[config.mk]
export PLATFORM = sky130hd
export DESIGN_NAME = iis_tx_serializer
export DESIGN_NICKNAME = d
export VERILOG_FILES = /design/src/rtl/iis_tx_serializer.sv
export SDC_FILE = /design/constraint.sdc
export NUM_CORES = 1
export LEC_CHECK = 0
export ABC_AREA = 1
export CAP_MARGIN = 20
export CORE_UTILIZATION = 54
export CTS_BUF_LIST = sky130_fd_sc_hd__clkbuf_4 sky130_fd_sc_hd__clkbuf_8 sky130_fd_sc_hd__clkbuf_16
export DETAILED_ROUTE_END_ITERATION = 7
export PLACE_DENSITY_LB_ADDON = 0.12
export SYNTH_ARGS = -nofsm -noshare
export SYNTH_HDL_FRONTEND = slang
export SYNTH_SLANG_ARGS = --single-unit
[constraint.sdc]
create_clock -name i_clk_in -period 2.8 [get_ports i_clk_in]
set_input_delay 0.56 -clock i_clk_in [delete_from_list [all_inputs] [get_ports i_clk_in]]
set_output_delay 0.56 -clock i_clk_in [all_outputs]
set_load 0.03 [all_outputs]
[src/rtl/iis_tx_serializer.sv]
// iis_tx_serializer: Philips I2S transmitter popping one FIFO word per channel slot
module iis_tx_serializer #(
  parameter int DATA_WIDTH = 16,
  parameter int CLK_DIV    = 4
) (
  input  logic                  i_clk_in,
  input  logic                  i_rst,
  input  logic                  i_en,
  input  logic                  i_clr_status,
  input  logic                  i_fifo_empty,
  input  logic                  i_fifo_vaild,
  input  logic [DATA_WIDTH-1:0] i_fifo_dout,
  output logic                  o_fifo_rden,
  output logic                  o_sck,
  output logic                  o_ws,
  output logic                  o_sd,
  output logic                  o_busy,
  output logic                  o_underrun,
  output logic [31:0]           o_send_num
);
  localparam int BW = $clog2(2 * DATA_WIDTH);
  localparam int DW = (CLK_DIV > 1) ? $clog2(CLK_DIV) : 1;
  localparam logic [BW-1:0] LAST    = BW'(2 * DATA_WIDTH - 1);
  localparam logic [BW-1:0] HALF    = BW'(DATA_WIDTH);
  localparam logic [BW-1:0] HALF_M1 = BW'(DATA_WIDTH - 1);
  localparam logic [DW-1:0] DIV_TOP = DW'(CLK_DIV - 1);
  localparam logic [1:0] S_IDLE  = 2'd0;
  localparam logic [1:0] S_RUN   = 2'd1;
  localparam logic [1:0] S_DRAIN = 2'd2;

  logic [1:0]            r_state;
  logic [DW-1:0]         r_div_cnt;
  logic [BW-1:0]         r_bit_cnt;
  logic [DATA_WIDTH-1:0] r_shift_reg;
  logic [DATA_WIDTH-1:0] r_next_word;
  logic                  r_fetch_ok;
  logic                  r_sck;
  logic                  r_ws;
  logic                  r_sd;
  logic                  r_fifo_rden;
  logic                  r_busy;
  logic                  r_underrun;
  logic [31:0]           r_send_num;

  logic                  w_wrap;
  logic                  w_fall;
  logic                  w_start;
  logic                  w_fetch;
  logic                  w_load;
  logic [BW-1:0]         w_nb;
  logic [DATA_WIDTH-1:0] w_load_val;

  assign w_wrap     = r_div_cnt == DIV_TOP;
  assign w_fall     = r_state != S_IDLE && w_wrap && r_sck;
  assign w_nb       = r_bit_cnt == LAST ? '0 : r_bit_cnt + 1'b1;
  assign w_load     = w_nb == '0 || w_nb == HALF;
  // a failed fetch leaves r_fetch_ok low so the next slot goes out as zeros
  assign w_load_val = r_fetch_ok ? r_next_word : '0;
  assign w_start    = r_state == S_IDLE && i_en && !i_fifo_empty;
  assign w_fetch    = w_start || (r_state == S_RUN && w_fall &&
                      (w_nb == HALF_M1 || (w_nb == LAST && i_en)));

  always_ff @(posedge i_clk_in or posedge i_rst) begin
    if (i_rst) begin
      r_state     <= S_IDLE;
      r_div_cnt   <= '0;
      r_bit_cnt   <= '0;
      r_shift_reg <= '0;
      r_next_word <= '0;
      r_fetch_ok  <= 1'b0;
      r_sck       <= 1'b0;
      r_ws        <= 1'b1;
      r_sd        <= 1'b0;
      r_fifo_rden <= 1'b0;
      r_busy      <= 1'b0;
      r_underrun  <= 1'b0;
      r_send_num  <= '0;
    end else begin
      r_fifo_rden <= w_fetch && !i_fifo_empty;
      if (w_fetch) r_fetch_ok <= !i_fifo_empty;
      if (i_fifo_vaild) r_next_word <= i_fifo_dout;
      r_underrun <= !i_clr_status && (r_underrun || (w_fetch && i_fifo_empty));
      r_send_num <= i_clr_status ? '0 : r_send_num + 32'(r_fifo_rden);
      if (w_start) begin
        r_state   <= S_RUN;
        r_busy    <= 1'b1;
        r_ws      <= 1'b0;
        r_bit_cnt <= LAST;
        r_div_cnt <= '0;
      end else if (r_state != S_IDLE) begin
        r_div_cnt <= w_wrap ? '0 : r_div_cnt + 1'b1;
        if (w_wrap) r_sck <= !r_sck;
        if (w_fall && r_state == S_DRAIN) begin
          r_sd    <= 1'b0;
          r_state <= S_IDLE;
          r_busy  <= 1'b0;
        end else if (w_fall) begin
          r_bit_cnt   <= w_nb;
          r_sd        <= w_load ? w_load_val[DATA_WIDTH-1] : r_shift_reg[DATA_WIDTH-2];
          r_shift_reg <= w_load ? w_load_val : r_shift_reg << 1;
          if (w_nb == HALF_M1) r_ws <= 1'b1;
          if (w_nb == LAST) begin
            if (i_en) r_ws <= 1'b0;
            else r_state <= S_DRAIN;
          end
        end
      end
    end
  end

  assign o_fifo_rden = r_fifo_rden;
  assign o_sck       = r_sck;
  assign o_ws        = r_ws;
  assign o_sd        = r_sd;
  assign o_busy      = r_busy;
  assign o_underrun  = r_underrun;
  assign o_send_num  = r_send_num;
endmodule

==> flow_summary_export.csv <==
group,metric,value,unit
timing,finalCriticalPeriod,2.32,ns
placed_design,place_inst,617,
cts,numCtsBuffers,9,
power,seqPwrFrac,44.2,%
hold_path,hp-start,"r_shift_reg[6]$_DFFE_PP0P_",
setup_path,crit_start,"r_bit_cnt[1]$_DFFE_PP0P_",
synth,synth_edf_count,0,
cts,cts-root-buf,"clkbuf_8",
synth,postSynthNetCount,497,
cts,clk_path_buf_depth,2,
power,power.leakage,2.16,nW
setup_path,endpoint_kind,"flip-flop",
setup_path,crit_required,3.03,ns
detailed_routing,num_vias,3371,
final_layout,drive_above_1_share,15.5,%
placed_design,place_hpwl,6.45,mm
final_layout,largest_register_ffs,32,
flow_run,maxCapViolCount,0,
final_layout,final_cell_mix,"nand2_1, dfrtp_1, clkdlybuf4s50_1, inv_1, nor2_1",
cts,cts_hold_buf,0,
setup_path,worstReg2RegEnd,"o_sd$_DFFE_PP0P_",
setup_path,crit_type,"reg2reg",
hold_path,whs_endpoint,"r_shift_reg[6]$_DFFE_PP0P_",
timing,final-setup-viol-count,0,
floorplanning,die_x,89.0,um
synth,synth-seq-cells,79,
global_route,grt_overflow_total,0,
hold_path,min_path_cells,2,
synth,netlist_area,4090,sq um
setup_path,start_kind,"flip-flop",
detailed_routing,vias_per_cell,5.33,
final_layout,fin_cells,633,
detailed_routing,route.detailed.drc,0,
global_route,antenna_found_initial,0,
global_route,grt_util_all_layers,24.5,%
floorplanning,fp.dieH,89.0,um
timing,slew_violations,0,
floorplanning,die_area,7920,sq um
timing,tightest_slew,0.695,ns
floorplanning,start_util,56.0,%
timing,timing.setup.tns,0,ns
power,power_switching,1.14,mW
power,comb_power_share,25.6,%
cts,clk_pin_slew_worst_paths,0.08,ns
synth,ys_seq_area_share,48.4,%
cts,insertion_delay,0.35,ns
final_layout,fin_nets,558,
final_layout,area.growth.synth_to_final,22.6,%
timing,fin_crit_sh,82.8,%
cts,post_cts_buffers,0,
cts,cts_resized,0,
global_route,grt_max_degree,36,
synth,syn_avg_cell_area,8.73,sq um
final_layout,final_common_cell,"nand2_1",
power,clkPwrFrac,30.2,%
setup_path,cp_max_fo,17,
timing,fmax,431,MHz
power,power_density,672,nW/um^2
cts,htree_num_levels,3,
final_layout,n_antenna_cell,0,
floorplanning,io_pins,60,
detailed_routing,drt_iter0_drc,173,
setup_path,rr_startpoint,"r_bit_cnt[1]$_DFFE_PP0P_",
timing,maxSlewHeadroom,53.5,%
hold_path,hold_class,"reg2reg",
timing,worst_slack,0.482,ns
setup_path,cp.arrival,2.55,ns
placed_design,pre_cts_ws,0.521,ns
detailed_routing,firstDrtPassIters,4,
timing,skew,0.00982,ns
power,power.internal,2.22,mW
cts,clock_sinks,79,
timing,hold_viol_final,0,
synth,netlist_instances,468,
global_route,grt_pass1_vias,3168,
setup_path,r2r_slack,0.48,ns
synth,ys_warn_count,0,
floorplanning,fp-row-count,31,
floorplanning,core,7290,sq um
detailed_routing,ant_nets,0,
power,peakVddDrop,0.000528,V
synth,synthArstFlopShare,100,%
timing,grt_setup_unrepaired,"no",
setup_path,reg2reg_depth,10,
detailed_routing,avgRoutedWirePerCell,13.7,um
placed_design,routabilityCongestion,0.922,
global_route,grt_pass1_wl,14.7,mm
placed_design,io_buffers,59,
synth,ys_types,35,
power,switching_share,34.0,%
run_status,outcome,"complete, no violations",
cts,cts_tree,"yes",
detailed_routing,routed_wl,8.70,mm
synth,synth-main-ff-cell,"dfrtp_1",
area by class of cell:
class	count	area, sq um
Clock buffer	9	124
Clock inverter	7	121
Fill cell	613	2280
Inverter	57	219
Multi-Input combinational cell	319	1810
Sequential cell	79	1980
Tap cell	99	124
Timing Repair Buffer	63	633
worst max-delay path by stage:
stage	end	slack, ns
5_1_grt	r_shift_reg[7]$_DFFE_PP0P_	0.31
3_5_place_dp	o_sd$_DFFE_PP0P_	0.52
6_report	o_sd$_DFFE_PP0P_	0.48
2_1_floorplan	o_busy$_DFFE_PP0P_	0.22
4_1_cts	o_sd$_DFFE_PP0P_	0.49
3_3_place_gp	o_sd$_DFFE_PP0P_	0.69
cell usage after synthesis (all sizes together), types with 3 or more instances:
cell type  number  area (sq um)
nand2          96           373
dfrtp          78          1950
nor2           57           234
inv            56           210
o21ai          45           330
a21oi          25           125
nand3          22           120
nor3           17           100
mux2           16           180
xor2           16           140
buf            10          66.3
nand4          10          62.6
ha              7          87.6
clkbuf          3          11.3
per-layer routing:
metal / routed length, um / global-route usage [%] / up-vias / share of wire (%)
met5: 0 / 0 / - / 0
met4: 277 / 10.8 / 0 / 3.2
met3: 340 / 5.63 / 21 / 3.9
met2: 4290 / 39.6 / 97 / 49
met1: 3790 / 31.8 / 1609 / 44
li1: - / - / 1644 / -
worst max-delay path, stage by stage (launching register included):
cell and delay (ns):
dfrtp_1 0.45, ha_1 0.23, nand2_1 0.11, nor2_1 0.05
ha_1 0.20, inv_1 0.11, nand3_1 0.16, nand2_2 0.34
inv_2 0.25, o21ai_0 0.23, o21ai_1 0.08
metrics by stage:
step	utilization, %	instance area (sq um)	hold WS, ns	total power, mW
final	68.7	5010	0.482	3.37
after global routing	68.7	5010	0.524	3.56
after CTS	68.7	5010	0.490	3.40
after detailed placement	65.4	4770	0.470	2.37
after global placement	65.4	4770	0.468	2.33
after floorplan	-	4090	0.450	2.16
kinds of logic (layout without fill, tap and decap cells):
group | count (synthesis) | after routing | share of synthesized area (%)
fa+ha+maj | 7 | 7 | 2.14
simple gates | 204 | 204 | 22.1
compound gates | 75 | 75 | 12.1
buf+inv | 70 | 136 | 7.26
flops | 79 | 79 | 48.4
mux | 16 | 16 | 4.41
xor+xnor | 17 | 17 | 3.64
power groups by stage:
stage,Clock [mW],Combinational [mW],Sequential (mW)
2_1_floorplan,0,0.668,1.49
3_3_place_gp,0,0.835,1.50
3_5_place_dp,0,0.868,1.50
4_1_cts,1.04,0.873,1.48
5_1_grt,1.08,0.972,1.51
6_report,1.02,0.863,1.49
(Power assumes the default switching activity.)
